`config.mk`:
```
export PLATFORM = sky130hd
export DESIGN_NAME = fsk_demod_ctrl
export DESIGN_NICKNAME = d
export VERILOG_FILES = /design/src/rtl/fsk_pkg.sv /design/src/rtl/fsk_sync_detector.sv /design/src/rtl/fsk_demod_ctrl.sv
export SDC_FILE = /design/constraint.sdc
export NUM_CORES = 1
export LEC_CHECK = 0
export ABC_CLOCK_PERIOD_IN_PS = 5800
export CORE_MARGIN = 2
export CORE_UTILIZATION = 50
export DETAILED_ROUTE_END_ITERATION = 10
export GPL_ROUTABILITY_DRIVEN = 0
export HOLD_SLACK_MARGIN = 0.02
export MAX_ROUTING_LAYER = met4
export PLACE_DENSITY_LB_ADDON = 0.25
export REMOVE_ABC_BUFFERS = 1
export SLEW_MARGIN = 25
export SYNTH_ARGS = -nofsm -noshare
export SYNTH_HDL_FRONTEND = slang
export SYNTH_SLANG_ARGS = --single-unit
```
`constraint.sdc`:
```
create_clock -name clk -period 5.8 [get_ports clk]
set_input_delay 0.58 -clock clk [delete_from_list [all_inputs] [get_ports clk]]
set_output_delay 0.58 -clock clk [all_outputs]
set_load 0.005 [all_outputs]
```
`src/rtl/fsk_pkg.sv`:
```
// Shared types and widths for the FSK symbol-timing controller and the correlator it drives.
package fsk_pkg;
  localparam int SYMBOL_W = 4;
  localparam int SAMPLE_W = 17;
  localparam int ENERGY_W = 32;

  localparam int          DEFAULT_N                = 99;
  localparam int unsigned DEFAULT_ENERGY_THRESHOLD = 10000;

  typedef enum logic [2:0] {
    ST_IDLE,
    ST_HUNT,
    ST_GUARD,
    ST_COLLECT,
    ST_EVAL
  } state_e;

  // Bits needed to hold any value in 0..max_val.
  function automatic int cnt_w(input int max_val);
    return (max_val < 2) ? 1 : $clog2(max_val + 1);
  endfunction
endpackage

```
`src/rtl/fsk_sync_detector.sv`:
```
// Preamble hunter: counts consecutive valid I samples above threshold and pulses sync_hit
// on the sample that completes the run.
module fsk_sync_detector
  import fsk_pkg::*;
#(
  parameter int SYNC_THRESHOLD = 1,
  parameter int SYNC_COUNT     = 8
) (
  input  logic                       clk,
  input  logic                       reset,
  input  logic                       clear,
  input  logic                       sample_valid,
  input  logic signed [SAMPLE_W-1:0] sample_i,
  output logic                       sync_hit
);
  localparam int                          RUN_W  = cnt_w(SYNC_COUNT);
  localparam logic signed [SAMPLE_W-1:0]  THRESH = SAMPLE_W'(SYNC_THRESHOLD);

  logic [RUN_W-1:0] run_q, run_d;
  logic             is_high;

  assign is_high  = sample_valid && (sample_i > THRESH);
  assign sync_hit = !clear && is_high && (run_q == RUN_W'(SYNC_COUNT - 1));

  always_comb begin
    // NOTE: default first so every path assigns run_d and no latch is inferred.
    run_d = run_q;
    if (clear || sync_hit) begin
      run_d = '0;
    end else if (sample_valid) begin
      run_d = is_high ? run_q + RUN_W'(1) : '0;
    end
  end

  always_ff @(posedge clk) begin
    // NOTE: non-blocking so every flop samples pre-edge values regardless of block order.
    if (reset) run_q <= '0;
    else       run_q <= run_d;
  end
endmodule

```
`src/rtl/fsk_demod_ctrl.sv`:
```
// Symbol-timing controller: hunts the sync preamble, frames N-sample correlation windows,
// qualifies correlator decisions by energy and manages lock, misses and frame length.
module fsk_demod_ctrl
  import fsk_pkg::*;
#(
  parameter int          N                = DEFAULT_N,
  parameter int          SYNC_THRESHOLD   = 1,
  parameter int          SYNC_COUNT       = 8,
  parameter int          GUARD_LEN        = 0,
  parameter int          FRAME_SYMBOLS    = 16,
  parameter int unsigned ENERGY_THRESHOLD = DEFAULT_ENERGY_THRESHOLD,
  parameter int          MAX_MISSES       = 2,
  parameter int          CORR_TIMEOUT     = 255
) (
  input  logic                       clk,
  input  logic                       reset,
  input  logic                       enable,
  input  logic                       sample_valid,
  input  logic signed [SAMPLE_W-1:0] sample_i,
  input  logic signed [SAMPLE_W-1:0] sample_q,
  output logic                       win_valid,
  output logic signed [SAMPLE_W-1:0] win_i,
  output logic signed [SAMPLE_W-1:0] win_q,
  output logic                       win_last,
  output logic                       corr_start,
  input  logic                       corr_done,
  input  logic [SYMBOL_W-1:0]        corr_symbol,
  input  logic [ENERGY_W-1:0]        corr_energy,
  output logic [SYMBOL_W-1:0]        data_out,
  output logic                       data_valid,
  output logic                       sync_locked,
  output logic                       frame_done,
  output logic                       overrun,
  output logic                       timeout
);
  localparam int SCNT_W = cnt_w(N - 1);
  localparam int GCNT_W = cnt_w(GUARD_LEN);
  localparam int WAIT_W = cnt_w(CORR_TIMEOUT);
  localparam int SYM_W  = cnt_w(FRAME_SYMBOLS);
  localparam int MISS_W = cnt_w(MAX_MISSES);

  // All controller state in one record so reset and the default hold stay in one place.
  typedef struct packed {
    state_e                     state;
    logic [SCNT_W-1:0]          sample_cnt;
    logic [GCNT_W-1:0]          guard_cnt;
    logic [WAIT_W-1:0]          wait_cnt;
    logic [SYM_W-1:0]           sym_cnt;
    logic [MISS_W-1:0]          miss_cnt;
    logic                       win_valid;
    logic signed [SAMPLE_W-1:0] win_i;
    logic signed [SAMPLE_W-1:0] win_q;
    logic                       win_last;
    logic                       corr_start;
    logic [SYMBOL_W-1:0]        data_out;
    logic                       data_valid;
    logic                       frame_done;
    logic                       overrun;
    logic                       timeout;
  } ctrl_t;

  ctrl_t r_q, r_d;
  logic  sync_hit;
  logic  energy_ok;

  fsk_sync_detector #(
    .SYNC_THRESHOLD (SYNC_THRESHOLD),
    .SYNC_COUNT     (SYNC_COUNT)
  ) u_sync (
    .clk          (clk),
    .reset        (reset),
    .clear        ((r_q.state != ST_HUNT) || !enable),
    .sample_valid (sample_valid),
    .sample_i     (sample_i),
    .sync_hit     (sync_hit)
  );

  assign energy_ok = corr_energy > ENERGY_W'(ENERGY_THRESHOLD);

  always_comb begin
    r_d            = r_q;
    r_d.win_valid  = 1'b0;
    r_d.win_last   = 1'b0;
    r_d.corr_start = 1'b0;
    r_d.data_valid = 1'b0;
    r_d.frame_done = 1'b0;
    if (!enable) begin
      r_d.state = ST_IDLE;
    end else begin
      case (r_q.state)
        ST_IDLE: begin
          r_d.state   = ST_HUNT;
          r_d.overrun = 1'b0;
          r_d.timeout = 1'b0;
        end
        ST_HUNT: begin
          r_d.sym_cnt    = '0;
          r_d.miss_cnt   = '0;
          r_d.sample_cnt = '0;
          r_d.guard_cnt  = '0;
          if (sync_hit) r_d.state = (GUARD_LEN == 0) ? ST_COLLECT : ST_GUARD;
        end
        ST_GUARD: begin
          if (sample_valid) begin
            if (r_q.guard_cnt == GCNT_W'(GUARD_LEN - 1)) begin
              r_d.guard_cnt = '0;
              r_d.state     = ST_COLLECT;
            end else begin
              r_d.guard_cnt = r_q.guard_cnt + GCNT_W'(1);
            end
          end
        end
        ST_COLLECT: begin
          if (sample_valid) begin
            r_d.win_valid = 1'b1;
            r_d.win_i     = sample_i;
            r_d.win_q     = sample_q;
            if (r_q.sample_cnt == SCNT_W'(N - 1)) begin
              r_d.win_last   = 1'b1;
              r_d.corr_start = 1'b1;
              r_d.sample_cnt = '0;
              r_d.wait_cnt   = '0;
              r_d.state      = ST_EVAL;
            end else begin
              r_d.sample_cnt = r_q.sample_cnt + SCNT_W'(1);
            end
          end
        end
        ST_EVAL: begin
          if (sample_valid) r_d.overrun = 1'b1;
          // A result on the expiry cycle still counts: corr_done is tested before the timer.
          if (corr_done) begin
            if (energy_ok) begin
              r_d.data_out   = corr_symbol;
              r_d.data_valid = 1'b1;
              r_d.miss_cnt   = '0;
              if (r_q.sym_cnt == SYM_W'(FRAME_SYMBOLS - 1)) begin
                r_d.frame_done = 1'b1;
                r_d.sym_cnt    = '0;
                r_d.state      = ST_HUNT;
              end else begin
                r_d.sym_cnt = r_q.sym_cnt + SYM_W'(1);
                r_d.state   = ST_COLLECT;
              end
            end else if (r_q.miss_cnt == MISS_W'(MAX_MISSES - 1)) begin
              r_d.state = ST_HUNT;
            end else begin
              r_d.miss_cnt = r_q.miss_cnt + MISS_W'(1);
              r_d.state    = ST_COLLECT;
            end
          end else if (r_q.wait_cnt == WAIT_W'(CORR_TIMEOUT - 1)) begin
            r_d.timeout = 1'b1;
            r_d.state   = ST_HUNT;
          end else begin
            r_d.wait_cnt = r_q.wait_cnt + WAIT_W'(1);
          end
        end
        default: r_d.state = ST_IDLE;
      endcase
    end
  end

  always_ff @(posedge clk) begin
    if (reset) r_q <= '0;
    else       r_q <= r_d;
  end

  assign win_valid   = r_q.win_valid;
  assign win_i       = r_q.win_i;
  assign win_q       = r_q.win_q;
  assign win_last    = r_q.win_last;
  assign corr_start  = r_q.corr_start;
  assign data_out    = r_q.data_out;
  assign data_valid  = r_q.data_valid;
  assign frame_done  = r_q.frame_done;
  assign overrun     = r_q.overrun;
  assign timeout     = r_q.timeout;
  assign sync_locked = (r_q.state == ST_GUARD) || (r_q.state == ST_COLLECT) ||
                       (r_q.state == ST_EVAL);
endmodule

```
==> results of run 1 <==
cell usage in the layout (no fill, tap or decap), drive strengths merged, types with 6 or more instances in the layout:
| cell type | synthesis | final |
|---|---|---|
| nand3 | 14 | 14 |
| inv | 8 | 8 |
| and3 | 6 | 6 |
| clkbuf | 14 | 13 |
| o21ai | 12 | 12 |
| nor4 | 9 | 9 |
| nor2 | 29 | 29 |
| nand2b | 17 | 17 |
| or3 | 7 | 7 |
| ha | 7 | 7 |
| nand2 | 88 | 88 |
| clkdlybuf4s50 | 0 | 119 |
| dfxtp | 74 | 74 |
| a21oi | 57 | 57 |
| nor3 | 6 | 6 |
power by group:
part           leakage [uW]  internal [uW]  switching [uW]
Combinational      0.000925           54.1            31.5
Sequential         0.000596            509            1.98
Clock              0.000110            264             177
Total               0.00163            827             210
sequential cells by signal (all words and copies together), names as in the netlist, 4 cells and up:
register / count
data_out: 4
r_q: 26
u_sync.run_q: 4
win_i: 17
win_q: 17
logic make-up after synthesis:
family / synth area share [%]
compound gates: 15.2
xor+xnor: 1.64
fa+ha+maj: 2.34
buf+inv: 10.8
flops: 39.5
mux: 1.64
simple gates: 28.9
synthesized netlist by cell type (4+ instances only):
library cell	n
nand2_1	88
ha_1	7
xnor2_1	4
buf_2	4
nor3_1	6
nand3b_1	4
nor3b_1	4
buf_4	40
nand4_1	4
nor4b_1	4
nand3_1	14
nand2b_1	17
o21ai_0	11
nor4_1	9
or3_1	7
nor2_1	29
mux2i_1	5
inv_1	8
and3_1	6
nor2b_1	5
clkbuf_1	14
a21oi_1	57
dfxtp_1	74
layer usage:
metal / vias up / wire [um]
li1: 1729 / -
met1: 1568 / 3830
met2: 120 / 4340
met3: 8 / 524
met4: 0 / 102
met5: - / 0
through the flow:
step	power (uW)	hold slack, ns	setup slack [ns]	utilization, %	instance area, um^2
CTS	1040	0.455	3.25	68.0	4930
detailed placement	608	0.440	3.11	65.0	4710
global route	1070	0.471	3.18	68.0	4930
floorplan	541	0.417	3.73	-	3370
finish	1040	0.453	3.27	68.0	4930
global placement	607	0.429	3.19	65.0	4710
critical path: cells and delay by family (launching register included):
family,cells,cell delay [ns]
simple gates,2,0.59
flops,1,0.53
buf+inv,1,0.49
cell type report:
class,count,share of cell area (%)
Clock buffer,13,3.22
Clock inverter,2,1.22
Multi-Input combinational cell,326,37.8
Timing Repair Buffer,122,24.6
Inverter,8,0.609
Sequential cell,74,30.0
Tap cell,99,2.51
final timing paths:
path	start	endpoint	slack, ns
max reg2reg	r_q[70]	r_q[55]	3.59
min	win_i[4]	win_i[4]	0.45
min reg2reg	win_i[4]	win_i[4]	0.45
max	r_q[70]	sync_locked	3.27
==> flow_metrics.py, run 1 <==
metrics = {
    "sta": {
        "tightest_slew_ns": 0.642,
        "setup_tns_ns": 0,
        "finalSetupViolations": 0,
        "period_needed_ns": 2.53,
        "rsz0062_at_grt": "false",
        "hold_viol": 0,
        "relSlewSlack_pct": 57.2,
        "finalClockSkew_ns": 0.00500,
        "min_period_over_period_pct": 43.7,
        "slew_viol_final": 0,
        "fmax_mhz": 395,
    },
    "global_route": {
        "grtUsageTotal_pct": 22.2,
        "grt_util_met3_pct": 5.43,
        "use_met1_pct": 26.1,
        "first_global_vias": 3209,
        "grt_max_degree": 62,
        "grt_pass1_wl_um": 14600,
        "antenna_found_initial": 0,
        "use_met2_pct": 36.7,
        "grt_overflow": 0,
        "grt_busiest_layer": "met2",
    },
    "placement": {
        "numPortBuffers": 120,
        "dpl.hpwl_um": 6340,
        "place_inst": 629,
    },
    "logic_synthesis": {
        "synth_area_leaders": "dfxtp_1, nand2_1, buf_4",
        "yosysSeqAreaShare_pct": 39.5,
        "async_reset_ff_share_pct": 0,
        "synth-main-ff-cell": "dfxtp_1",
        "netlist.area_leader.share_pct": 39.5,
        "avgSynthCellArea_um2": 8.04,
        "synth_edf_count": 0,
        "synth_top_cell_by_area": "dfxtp_1",
        "ys_warn_count": 0,
        "ys_ff_latch": 74,
        "synth_area_mm2": 0.00375,
        "synth.distinct_cells": 54,
        "netlist_instances": 466,
    },
    "power": {
        "leakage_uw": 0.00163,
        "vdd_ir_drop_max_mv": 0.0975,
        "power_density_mw_per_mm2": 210,
    },
    "finish": {
        "multi_input_area_mm2": 0.00187,
        "seqCellArea_mm2": 0.00148,
        "drive_gt1_share_pct": 4.59,
        "fin_cells": 644,
        "final_nets": 623,
        "n_antenna_cell": 0,
        "synthToLayoutAreaGrowth_pct": 31.6,
        "fill_cells": 613,
    },
    "floorplanning": {
        "design.portCount": 121,
        "rows": 31,
        "dieWidth_um": 90.6,
        "start_util_pct": 51.7,
        "fp.dieH_um": 90.6,
        "die_area_mm2": 0.00820,
        "core_region_area_mm2": 0.00725,
    },
    "setup_path": {
        "startpoint_type": "register",
        "cp_slowest_cell": "dfxtp_1",
        "critical_path_arrival_ns": 1.95,
        "path_class": "register to primary output",
        "worstPathMaxFanout": 13,
        "cpPeakStageDelay_ns": 0.53,
        "path_cells": "or3b_4 > nand2_1 > clkdlybuf4s50_1",
        "end_kind": "primary output",
        "reg2reg_depth": 5,
        "crit_required_ns": 5.22,
    },
    "drt": {
        "vias_per_cell": 5.32,
        "vias": 3425,
        "drc": 0,
        "first_iter_violations": 169,
        "wl_um": 8790,
        "wl_per_cell_um": 13.7,
        "dr.pass1.iters": 4,
        "ant_nets": 0,
    },
    "clock_tree": {
        "clock_sinks": 74,
        "cts_buffers": 9,
        "insertion_delay_ns": 0.34,
        "cts_tree": "built",
        "path_clk_slew_ns": 0.07,
        "postCtsResizedCells": 0,
        "hold_buffers": 0,
        "cts_setup_buffers": 0,
        "clk_path_buf_depth": 2,
        "htreeDepth": 3,
        "root_buffer": "clkbuf_8",
    },
    "status": {
        "status": "finished clean",
    },
    "worst_hold_path": {
        "min_path_cells": 2,
        "hp-class": "register to register",
    },
    "job": {
        "max-cap-violations": 0,
    },
}
Note: power is estimated with default switching activity, not from simulation.
==> inputs of run 2 (changes only) <==
ABC_CLOCK_PERIOD_IN_PS = 2500   (was 5800)
CORE_UTILIZATION = 46   (was 50)
clock period = 2.5 ns   (was 5.8 ns; I/O delays follow)
==> run 2 against run 1 <==
  * Sequential share of layout area fell by 0.38 points
  * Cell count rose by 1.7%
  * Setup slack got worse by 2.9 ns
  * Sequential power rose by 130%
  * Hold slack got worse by 0.11 ns
  * Highest routed layer unchanged
==> flow_metrics.py, run 2 (synthesized netlist as in run 1, its figures left out) <==
metrics = {
    "placement": {
        "dpl.hpwl_um": 6500,
        "place_inst": 639,
        "numPortBuffers": 120,
    },
    "sta": {
        "relSlewSlack_pct": 57.0,
        "slew_viol_final": 0,
        "tightest_slew_ns": 0.645,
        "period_needed_ns": 2.15,
        "setup_tns_ns": 0,
        "finalSetupViolations": 0,
        "rsz0062_at_grt": "false",
        "hold_viol": 0,
        "finalClockSkew_ns": 0.0160,
        "fmax_mhz": 464,
        "min_period_over_period_pct": 86.1,
    },
    "finish": {
        "fin_cells": 655,
        "fill_cells": 689,
        "final_cell_mix": "clkdlybuf4s50_1, nand2_1, dfxtp_1",
        "largest_register_ffs": 26,
        "final_nets": 630,
        "layout_commonest_cell": "clkdlybuf4s50_1",
        "drive_gt1_share_pct": 6.33,
        "n_antenna_cell": 0,
        "largest_register": "r_q",
        "synthToLayoutAreaGrowth_pct": 33.3,
        "seqCellArea_mm2": 0.00148,
        "multi_input_area_mm2": 0.00187,
    },
    "floorplanning": {
        "core_region_area_mm2": 0.00781,
        "dieWidth_um": 94.3,
        "design.portCount": 121,
        "start_util_pct": 48.0,
        "die_area_mm2": 0.00888,
        "fp.dieH_um": 94.3,
        "rows": 32,
    },
    "setup_path": {
        "cp-startpoint": "r_q[52]",
        "reg2reg_depth": 7,
        "cp_slowest_cell": "or4b_1",
        "path_class": "register to register",
        "path_cells": "inv_1 > ha_1 > and3_1 > and3_1 > nand4bb_4 > or4b_1 > a21oi_1",
        "r2r-start": "r_q[52]",
        "reg2reg_to": "r_q[55]",
        "end_kind": "register",
        "critical_path_arrival_ns": 2.44,
        "worstPathMaxFanout": 15,
        "cp.depth": 7,
        "crit_buf_inv": 1,
        "endpoint": "r_q[55]",
        "cpPeakStageDelay_ns": 0.56,
        "crit_required_ns": 2.79,
        "crit_path_frequent_cell": "and3_1",
        "worst_path_dominant_cell_family": "simple AND/OR/NAND/NOR gates",
        "startpoint_type": "register",
        "reg2reg_slack_ns": 0.35,
    },
    "worst_hold_path": {
        "min_path_cells": 2,
        "hold_start": "reset",
        "hp-class": "input pin to register",
    },
    "clock_tree": {
        "clock_sinks": 74,
        "clk_path_buf_depth": 2,
        "root_buffer": "clkbuf_8",
        "hold_buffers": 0,
        "cts_buffers": 9,
        "insertion_delay_ns": 0.36,
        "cts_tree": "built",
        "path_clk_slew_ns": 0.08,
        "cts_setup_buffers": 0,
        "htreeDepth": 3,
        "postCtsResizedCells": 0,
    },
    "power": {
        "power_density_mw_per_mm2": 484,
        "vdd_ir_drop_max_mv": 0.354,
        "leakage_uw": 0.00166,
    },
    "status": {
        "status": "finished clean",
    },
    "drt": {
        "dr.pass1.iters": 4,
        "drc": 0,
        "wl_per_cell_um": 13.5,
        "wl_um": 8830,
        "ant_nets": 0,
        "first_iter_violations": 102,
        "vias": 3456,
        "vias_per_cell": 5.28,
    },
    "global_route": {
        "antenna_found_initial": 0,
        "first_global_vias": 3320,
        "grt_pass1_wl_um": 14200,
        "grtUsageTotal_pct": 20.8,
        "grt_max_degree": 36,
        "grt_overflow": 0,
    },
    "job": {
        "max-cap-violations": 0,
    },
}
-- run 2: cell types whose count changed in the layout (fill, tap and decap cells not counted) --
cell	previous run	this run
inv_6	0	1
clkbuf_8	11	9
clkbuf_1	2	0
clkinvlp_4	0	2
clkinv_4	0	2
buf_4	2	9
-- run 2: how the worst min path moves through the flow --
stage | to | slack, ns
after floorplan | r_q[45] | 0.32
after global placement | r_q[51] | 0.43
after detailed placement | r_q[51] | 0.44
after CTS | r_q[62] | 0.34
after global routing | r_q[62] | 0.36
final | r_q[62] | 0.34
-- run 2: per-layer routing --
layer	up-vias	global-route usage (%)	wire (um)
li1	1741	-	-
met5	-	-	0
met1	1580	22.9	3710
met3	10	4.33	629
met2	125	35.9	4340
met4	0	9.42	149
-- run 2: cell type report --
type                    count  area share, %
repair buffers            129           25.3
flip-flops and latches     74           29.7
multi-input cells         326           37.4
inverters                   8          0.601
well taps                 102           2.56
clock inverters             7           2.03
clock buffers               9           2.48
-- run 2: report_power, final --
part | internal [uW] | total, uW | switching [uW]
registers | 1180 | 1180 | 3.31
clock network | 568 | 1030 | 464
logic | 130 | 204 | 74.2
-- run 2: through the flow --
step	setup slack, ns	area, um^2	utilization, %	power, uW	hold slack (ns)
after floorplan	0.425	3370	-	1260	0.319
after global placement	0.284	4770	61.1	1410	0.430
after detailed placement	0.190	4770	61.1	1420	0.437
after CTS	0.332	4990	64.0	2450	0.345
after global routing	0.196	4990	64.0	2510	0.363
final	0.347	4990	64.0	2420	0.342
-- run 2: worst register-to-register path, cell delays in order (launching register included) --
cell       delay [ns]
dfxtp_1          0.41
inv_1            0.06
ha_1             0.18
and3_1           0.20
and3_1           0.21
nand4bb_4        0.33
or4b_1           0.56
a21oi_1          0.14
==> inputs of run 3 (changes only) <==
RECOVER_POWER = 100   (was unset)
==> run 3 against run 2 <==
  * Non-clock buffer count unchanged
  * Utilization is 0.18 points lower
  * Fmax is 0.31% lower
  * Register-to-register slack hardly changed
  * Critical endpoint unchanged
  * Largest cell class unchanged
==> flow_metrics.py, run 3 (synthesized netlist as in run 1, its figures left out) <==
metrics = {
    "drt": {
        "first_iter_violations": 106,
        "vias_per_cell": 5.32,
        "wl_um": 8840,
        "ant_nets": 0,
        "drc": 0,
        "wl_per_cell_um": 13.5,
        "dr.pass1.iters": 6,
        "vias": 3485,
    },
    "setup_path": {
        "crit_required_ns": 2.79,
        "critical_path_arrival_ns": 2.45,
        "reg2reg_to": "r_q[55]",
        "worstPathMaxFanout": 15,
        "path_cells": "or3b_1 > o22ai_4 > nand4bb_4 > or4b_1 > a21oi_1",
        "startpoint_type": "register",
        "worst_path_dominant_cell_family": "simple AND/OR/NAND/NOR gates",
        "reg2reg_slack_ns": 0.34,
        "reg2reg_depth": 5,
        "end_kind": "register",
        "endpoint": "r_q[55]",
        "r2r-start": "r_q[68]",
        "cpPeakStageDelay_ns": 0.56,
        "cp-startpoint": "r_q[68]",
        "path_class": "register to register",
        "cp_slowest_cell": "or4b_1",
        "crit_buf_inv": 0,
        "cp.depth": 5,
    },
    "clock_tree": {
        "cts_buffers": 9,
        "clock_sinks": 74,
        "postCtsResizedCells": 0,
        "clk_path_buf_depth": 2,
        "htreeDepth": 3,
        "insertion_delay_ns": 0.36,
        "root_buffer": "clkbuf_8",
        "cts_tree": "built",
        "hold_buffers": 0,
        "path_clk_slew_ns": 0.08,
        "cts_setup_buffers": 0,
    },
    "power": {
        "leakage_uw": 0.00181,
        "vdd_ir_drop_max_mv": 0.353,
        "power_density_mw_per_mm2": 485,
    },
    "placement": {
        "place_inst": 639,
        "numPortBuffers": 120,
        "dpl.hpwl_um": 6500,
    },
    "floorplanning": {
        "start_util_pct": 48.0,
        "fp.dieH_um": 94.3,
        "design.portCount": 121,
        "core_region_area_mm2": 0.00781,
        "die_area_mm2": 0.00888,
        "dieWidth_um": 94.3,
        "rows": 32,
    },
    "sta": {
        "fin_hold_ws_ns": 0.342,
        "hold_viol": 0,
        "fmax_mhz": 463,
        "slew_viol_final": 0,
        "rsz0062_at_grt": "false",
        "tightest_slew_ns": 1.15,
        "finalClockSkew_ns": 0.0146,
        "relSlewSlack_pct": 23.1,
        "setup_tns_ns": 0,
        "finalSetupViolations": 0,
        "min_period_over_period_pct": 86.4,
        "period_needed_ns": 2.16,
    },
    "global_route": {
        "use_met2_pct": 35.9,
        "use_met1_pct": 22.9,
        "first_global_vias": 3320,
        "antenna_found_initial": 0,
        "grt_pass1_wl_um": 14200,
        "grt_util_met3_pct": 4.33,
        "grtUsageTotal_pct": 20.8,
        "grt_overflow": 0,
        "grt_busiest_layer": "met2",
        "grt_max_degree": 36,
    },
    "worst_hold_path": {
        "hp-class": "input pin to register",
    },
    "finish": {
        "final_nets": 630,
        "fill_cells": 694,
        "largest_register": "r_q",
        "synthToLayoutAreaGrowth_pct": 32.9,
        "n_antenna_cell": 0,
        "final_core_utilization_pct": 63.8,
        "layout_commonest_cell": "nand2_1",
        "final_cell_mix": "nand2_1, dfxtp_1, clkdlybuf4s50_1",
        "fin_cells": 655,
        "largest_register_ffs": 26,
        "drive_gt1_share_pct": 5.42,
    },
    "job": {
        "max-cap-violations": 0,
    },
    "status": {
        "status": "finished clean",
    },
}
## run 3: changes by cell type in the layout (fill, tap and decap cells not counted), moves of 3 or more
cell	previous run	this run
buf_4	9	6
clkbuf_1	0	3
clkdlybuf4s50_1	119	72
dlygate4sd3_1	0	47
## run 3: final cells by class
cell class,count,area (um^2),area share (%)
inverter,8,30.0,0.603
multi-input combinational,326,1860,37.4
tap,102,128,2.56
clock buffer,9,124,2.49
clock inverter,7,101,2.04
timing repair buffer,129,1250,25.2
sequential,74,1480,29.7
## run 3: where the power goes
part | internal, uW | switching (uW) | leakage (uW)
combinational | 127 | 74.7 | 0.00111
sequential | 1180 | 3.22 | 0.000596
clock | 568 | 462 | 0.000106
total | 1870 | 539 | 0.00181
## run 3: metrics by stage
stage	total power, uW	setup slack, ns	area [um^2]
CTS	2450	0.332	4990
global placement	1410	0.284	4770
detailed placement	1420	0.190	4770
floorplan	1260	0.425	3370
global route	2510	0.187	4980
finish	2410	0.340	4980
## run 3: worst min path at each step
stage,start,endpoint,slack [ns],cells after the start
after floorplan,reset,r_q[45],0.32,1
after global placement,r_q[51],r_q[51],0.43,2
after detailed placement,r_q[51],r_q[51],0.44,2
after CTS,reset,r_q[62],0.34,2
after global routing,reset,r_q[62],0.36,2
final,reset,r_q[62],0.34,2
## run 3: metal layers
layer	vias to the layer above	part of all wire (%)
li1	1745	-
met3	15	7.2
met5	-	0
met1	1588	42
met4	0	1.8
met2	137	49
## run 3: worst reg2reg max path: stages (launching register included)
cell,delay (ns)
dfxtp_1,0.38
or3b_1,0.54
o22ai_4,0.24
nand4bb_4,0.23
or4b_1,0.56
a21oi_1,0.14
